===== config.mk =====
export PLATFORM = sky130hd
export DESIGN_NAME = clock_ctrl
export DESIGN_NICKNAME = d
export VERILOG_FILES = /design/src/rtl/clock_ctrl.sv
export SDC_FILE = /design/constraint.sdc
export NUM_CORES = 1
export LEC_CHECK = 0
export CAP_MARGIN = 20
export CORE_MARGIN = 2
export CORE_UTILIZATION = 45
export CTS_CLUSTER_SIZE = 28
export DETAILED_ROUTE_END_ITERATION = 12
export GPL_ROUTABILITY_DRIVEN = 0
export GPL_TIMING_DRIVEN = 0
export PLACE_DENSITY = 0.77
export SLEW_MARGIN = 30
export SYNTH_ARGS = -nofsm -noshare
export SYNTH_HDL_FRONTEND = slang
export SYNTH_SLANG_ARGS = --single-unit
export TNS_END_PERCENT = 1

===== constraint.sdc =====
create_clock -name clk -period 2.3 [get_ports clk]
set_input_delay 0.23 -clock clk [delete_from_list [all_inputs] [get_ports clk]]
set_output_delay 0.23 -clock clk [all_outputs]
set_load 0.01 [all_outputs]

===== src/rtl/clock_ctrl.sv =====
// 24-hour time-of-day controller: 1 Hz prescaler, five-mode set/run FSM,
// alarm compare with ring latch and one-minute auto-off.
module clock_ctrl #(
  parameter int CLK_DIV = 4
) (
  input  logic       clk,
  input  logic       rst,
  input  logic       mode_btn,
  input  logic       inc_btn,
  input  logic       alarm_en,
  input  logic       ack,
  output logic [5:0] sec,
  output logic [5:0] min,
  output logic [4:0] hour,
  output logic [5:0] al_min,
  output logic [4:0] al_hour,
  output logic [2:0] mode,
  output logic       tick,
  output logic       ring
);

  localparam int            PW    = $clog2(CLK_DIV);
  localparam logic [PW-1:0] P_MAX = PW'(CLK_DIV - 1);

  typedef enum logic [2:0] {
    RUN     = 3'd0,
    SET_HR  = 3'd1,
    SET_MIN = 3'd2,
    AL_HR   = 3'd3,
    AL_MIN  = 3'd4
  } state_t;

  state_t        r_state, w_state_nxt;
  logic [PW-1:0] r_presc;
  logic [5:0]    r_sec, r_min, r_al_min;
  logic [4:0]    r_hour, r_al_hour;
  logic          r_ring;

  logic       w_running, w_tick, w_inc;
  logic       w_sec_wrap, w_min_wrap, w_hr_wrap;
  logic [5:0] w_nsec, w_nmin;
  logic [4:0] w_nhour;
  logic       w_match, w_auto_off;

  assign w_running = (r_state == RUN) || (r_state == AL_HR) || (r_state == AL_MIN);
  assign w_tick    = w_running && (r_presc == P_MAX);
  // mode_btn wins over a coincident inc_btn
  assign w_inc     = inc_btn && !mode_btn;

  assign w_sec_wrap = (r_sec == 6'd59);
  assign w_min_wrap = (r_min == 6'd59);
  assign w_hr_wrap  = (r_hour == 5'd23);
  assign w_nsec     = w_sec_wrap ? 6'd0 : r_sec + 6'd1;
  assign w_nmin     = w_sec_wrap ? (w_min_wrap ? 6'd0 : r_min + 6'd1) : r_min;
  assign w_nhour    = (w_sec_wrap && w_min_wrap) ? (w_hr_wrap ? 5'd0 : r_hour + 5'd1) : r_hour;

  assign w_match    = w_tick && (w_nsec == 6'd0) && (w_nmin == r_al_min) && (w_nhour == r_al_hour);
  assign w_auto_off = w_tick && (r_min == r_al_min) && (w_nmin != r_min);

  always_comb begin
    w_state_nxt = r_state;
    if (mode_btn) begin
      case (r_state)
        RUN:     w_state_nxt = SET_HR;
        SET_HR:  w_state_nxt = SET_MIN;
        SET_MIN: w_state_nxt = AL_HR;
        AL_HR:   w_state_nxt = AL_MIN;
        default: w_state_nxt = RUN;
      endcase
    end
  end

  always_ff @(posedge clk or negedge rst) begin
    if (!rst) r_state <= RUN;
    else      r_state <= w_state_nxt;
  end

  always_ff @(posedge clk or negedge rst) begin
    if (!rst)                       r_presc <= '0;
    else if (!w_running || w_tick)  r_presc <= '0;
    else                            r_presc <= r_presc + PW'(1);
  end

  // Ticks only occur in running states, so they never collide with the set-mode writes.
  always_ff @(posedge clk or negedge rst) begin
    if (!rst) begin
      r_sec  <= '0;
      r_min  <= '0;
      r_hour <= '0;
    end else begin
      if (w_tick) begin
        r_sec  <= w_nsec;
        r_min  <= w_nmin;
        r_hour <= w_nhour;
      end
      if (r_state == SET_HR && w_inc)  r_hour <= w_hr_wrap  ? 5'd0 : r_hour + 5'd1;
      if (r_state == SET_MIN && w_inc) r_min  <= w_min_wrap ? 6'd0 : r_min + 6'd1;
      if (r_state == SET_MIN && mode_btn) r_sec <= '0;
    end
  end

  always_ff @(posedge clk or negedge rst) begin
    if (!rst) begin
      r_al_hour <= '0;
      r_al_min  <= '0;
    end else begin
      if (r_state == AL_HR && w_inc)  r_al_hour <= (r_al_hour == 5'd23) ? 5'd0 : r_al_hour + 5'd1;
      if (r_state == AL_MIN && w_inc) r_al_min  <= (r_al_min == 6'd59)  ? 6'd0 : r_al_min + 6'd1;
    end
  end

  always_ff @(posedge clk or negedge rst) begin
    if (!rst)                    r_ring <= 1'b0;
    else if (!alarm_en)          r_ring <= 1'b0;
    else if (w_match)            r_ring <= 1'b1;
    else if (ack || w_auto_off)  r_ring <= 1'b0;
  end

  assign sec     = r_sec;
  assign min     = r_min;
  assign hour    = r_hour;
  assign al_min  = r_al_min;
  assign al_hour = r_al_hour;
  assign mode    = r_state;
  assign tick    = w_tick;
  assign ring    = r_ring;

endmodule


==> results.py <==
metrics = {
    "run_status": {
        "outcome": "finished clean",
    },
    "synth": {
        "synth_top_cells_by_area": "sky130_fd_sc_hd__dfrtp_1, sky130_fd_sc_hd__mux2i_1, sky130_fd_sc_hd__nand2_1",
        "post-synth-top-area-cell": "sky130_fd_sc_hd__dfrtp_1",
        "syn_area_sq_um": 2510,
        "yosys_warnings": 0,
        "synth.yosys.seq_area_share": 0.339,
        "synth_seq_cells": 34,
        "syn_inst": 268,
        "synth_fp_nets": 281,
        "synth_cell_types": 64,
        "yosys.area.top_type_share": 0.339,
        "synth-edff-count": 0,
        "async_flop_share": 1.00,
        "postSynthAreaPerCell_sq_um": 9.35,
        "synth_ff_type": "sky130_fd_sc_hd__dfrtp_1",
    },
    "power_and_ir_drop": {
        "vdd_ir_drop_max_uv": 598,
        "p_leak_nw": 1.32,
        "power.density_cell_area_nw_per_um2": 990,
    },
    "detailed_routing": {
        "avgRoutedWirePerCell_um": 14.9,
        "detailroute.via_count": 2250,
        "viasPerCell": 5.74,
        "drt_first_pass_iters": 4,
        "antenna_violating_nets_remaining": 0,
        "drc": 0,
        "drt_first_iter_violations": 131,
        "drt_wl_total_mm": 5.85,
    },
    "layout": {
        "most_common_cell_after_layout_fill_and_taps_aside": "sky130_fd_sc_hd__clkdlybuf4s50_1",
        "mostFrequentLayoutCells": "sky130_fd_sc_hd__clkdlybuf4s50_1, sky130_fd_sc_hd__dfrtp_1, sky130_fd_sc_hd__nand2_1",
        "num-nets-final": 332,
        "layout-drive-gt1-share": 0.203,
        "flow.area_growth_from_synthesis_pct": 27.4,
        "n_fill_cell": 477,
        "diodes": 0,
        "final_cell_area_sq_um": 3190,
    },
    "sta": {
        "tightest_slew_ns": 0.645,
        "timing.final.hold_violations": 0,
        "period_share": 0.959,
        "final.min_clock_period_ns": 2.20,
        "max_freq_ghz": 0.454,
        "grt_setup_unrepaired": "false",
        "slew-limit-headroom": 0.567,
        "holdWs_ns": 0.234,
        "clock-skew-final_ns": 0.00263,
        "finalSetupViolCount": 0,
        "slew_violations": 0,
        "setup_total_negative_slack_ns": 0,
        "final_critical_path_setup_slack_ns": 0.0953,
    },
    "die": {
        "die-width_um": 78.6,
        "pin_count": 39,
        "start_util": 0.461,
        "fp-row-count": 27,
        "floorplan.die_area_sq_um": 6180,
        "die_h_um": 78.6,
        "core-area_sq_um": 5440,
    },
    "setup_path": {
        "critPathKind": "reg2out",
        "crit_path_cell_trace": "nor2b_2 -> a21oi_2 -> nand2b_4 -> buf_6 -> inv_2 -> clkdlybuf4s50_1",
        "crit_path_top_delay_cell": "sky130_fd_sc_hd__clkdlybuf4s50_1",
        "slowest_delay_ns": 0.54,
        "worstPathRequired_ns": 2.07,
        "setup_crit_end_kind": "primary output",
        "critical_path.max_fanout": 10,
        "worstPathArrival_ns": 1.97,
        "critPathLaunchType": "flip-flop",
    },
    "clocking": {
        "cts_made_buffers": 5,
        "cts_h_tree_depth": 2,
        "clk_pin_slew_worst_paths_ns": 0.07,
        "tritoncts": "built",
        "cts-root-to-sink-buffers": 2,
        "cts_num_sinks": 34,
        "root_buffer": "sky130_fd_sc_hd__clkbuf_8",
        "clock_insertion_delay_worst_skew_ns": 0.29,
    },
    "global_route": {
        "via_count_of_the_first_global_routing_pass": 2111,
        "gr-usage-all-layers": 0.203,
        "grt_max_degree": 21,
        "antenna_found_initial": 0,
        "grt_first_pass_wirelength_mm": 10.0,
        "global_route.overflow_total": 0,
    },
    "job": {
        "cap_violations": 0,
    },
    "place": {
        "place_ws_ns": -0.0212,
        "dpl_cell_area_sq_um": 2990,
        "port_buffers": 37,
        "dp_hpwl_mm": 4.29,
    },
    "min_path": {
        "timing.hold.worst.class": "in2reg",
    },
}
## worst max-delay path, delay by kind of cell (launching register included)
family,cells,cell delay (ns)
buffers and inverters,3,0.78
DFF,1,0.43
and+or+nand+nor,2,0.38
AOI/OAI and AO/OA,1,0.09
## cell families (layout without fill, tap and decap cells)
group | count (synthesis) | in the layout | synth area share
XOR/XNOR | 18 | 18 | 0.0629
multiplexers | 14 | 14 | 0.0579
AND/OR/NAND/NOR | 104 | 104 | 0.259
adder cells (fa/ha/maj) | 7 | 7 | 0.0349
flip-flops | 34 | 34 | 0.339
AO/OA/AOI/OAI | 60 | 60 | 0.177
buffers and inverters | 31 | 83 | 0.0694
## repair_timing
action	in CTS	in global routing
hold buffers	1	0
cloned	0	0
hold endpoints to repair	14	0
buffers inserted	0	5
setup endpoints to repair	2	3
gates resized for setup	5	9
## Yosys cell counts, drive strengths merged, types with 8 or more instances
cell   instances
buf           15
inv           13
mux2i         10
o21ai         16
xnor2          9
nor2          11
nand3         16
nand4          8
dfrtp         34
nand2         26
xor2           9
## power by group
part           total, mW  internal, mW  switching [mW]
clock              0.542         0.324           0.218
combinational       1.58         0.828           0.757
sequential          1.03         0.771           0.263
## flip-flops by register name (all words and copies together) (netlist names)
register	cells
al_hour	5
al_min	6
hour	5
min	6
mode	3
r_presc	2
ring	1
sec	6
## per-stage QoR
step / utilization / std cells / power (mW)
floorplan: - / 268 / 1.92
global placement: 0.545 / 377 / 2.44
detailed placement: 0.550 / 378 / 2.49
CTS: 0.573 / 387 / 3.06
global route: 0.587 / 392 / 3.39
finish: 0.587 / 392 / 3.16
## final timing paths
path / cells past startpoint / start / to / slack (ns)
setup / recovery: 6 / mode[1] / tick / 0.1
hold / removal: 2 / mode_btn / mode[0] / 0.23
setup reg to reg: 7 / sec[0] / ring / 0.20
hold reg to reg: 1 / r_presc[0] / r_presc[0] / 0.45
max in group asynchronous: 3 / rst / mode[0] / 1.47
min in group asynchronous: 2 / rst / al_min[2] / 0.39
## layer usage
layer  vias up  GRT usage  share of wire
li1       1083          -              -
met1      1095      0.282           0.45
met2        63      0.319           0.49
met3         9     0.0368          0.047
met4         0     0.0649          0.015
met5         -          0              0
## area by class of cell
type,count,area [sq um],share of cell area
Buffer,18,125,0.0392
Clock buffer,7,76.3,0.0239
Clock inverter,1,30.0,0.00941
Inverter,13,48.8,0.0153
Multi-Input combinational cell,203,1520,0.477
Sequential cell,34,858,0.269
Tap cell,72,90.1,0.0282
Timing Repair Buffer,44,440,0.138
Note: power is estimated with default switching activity, not from simulation.
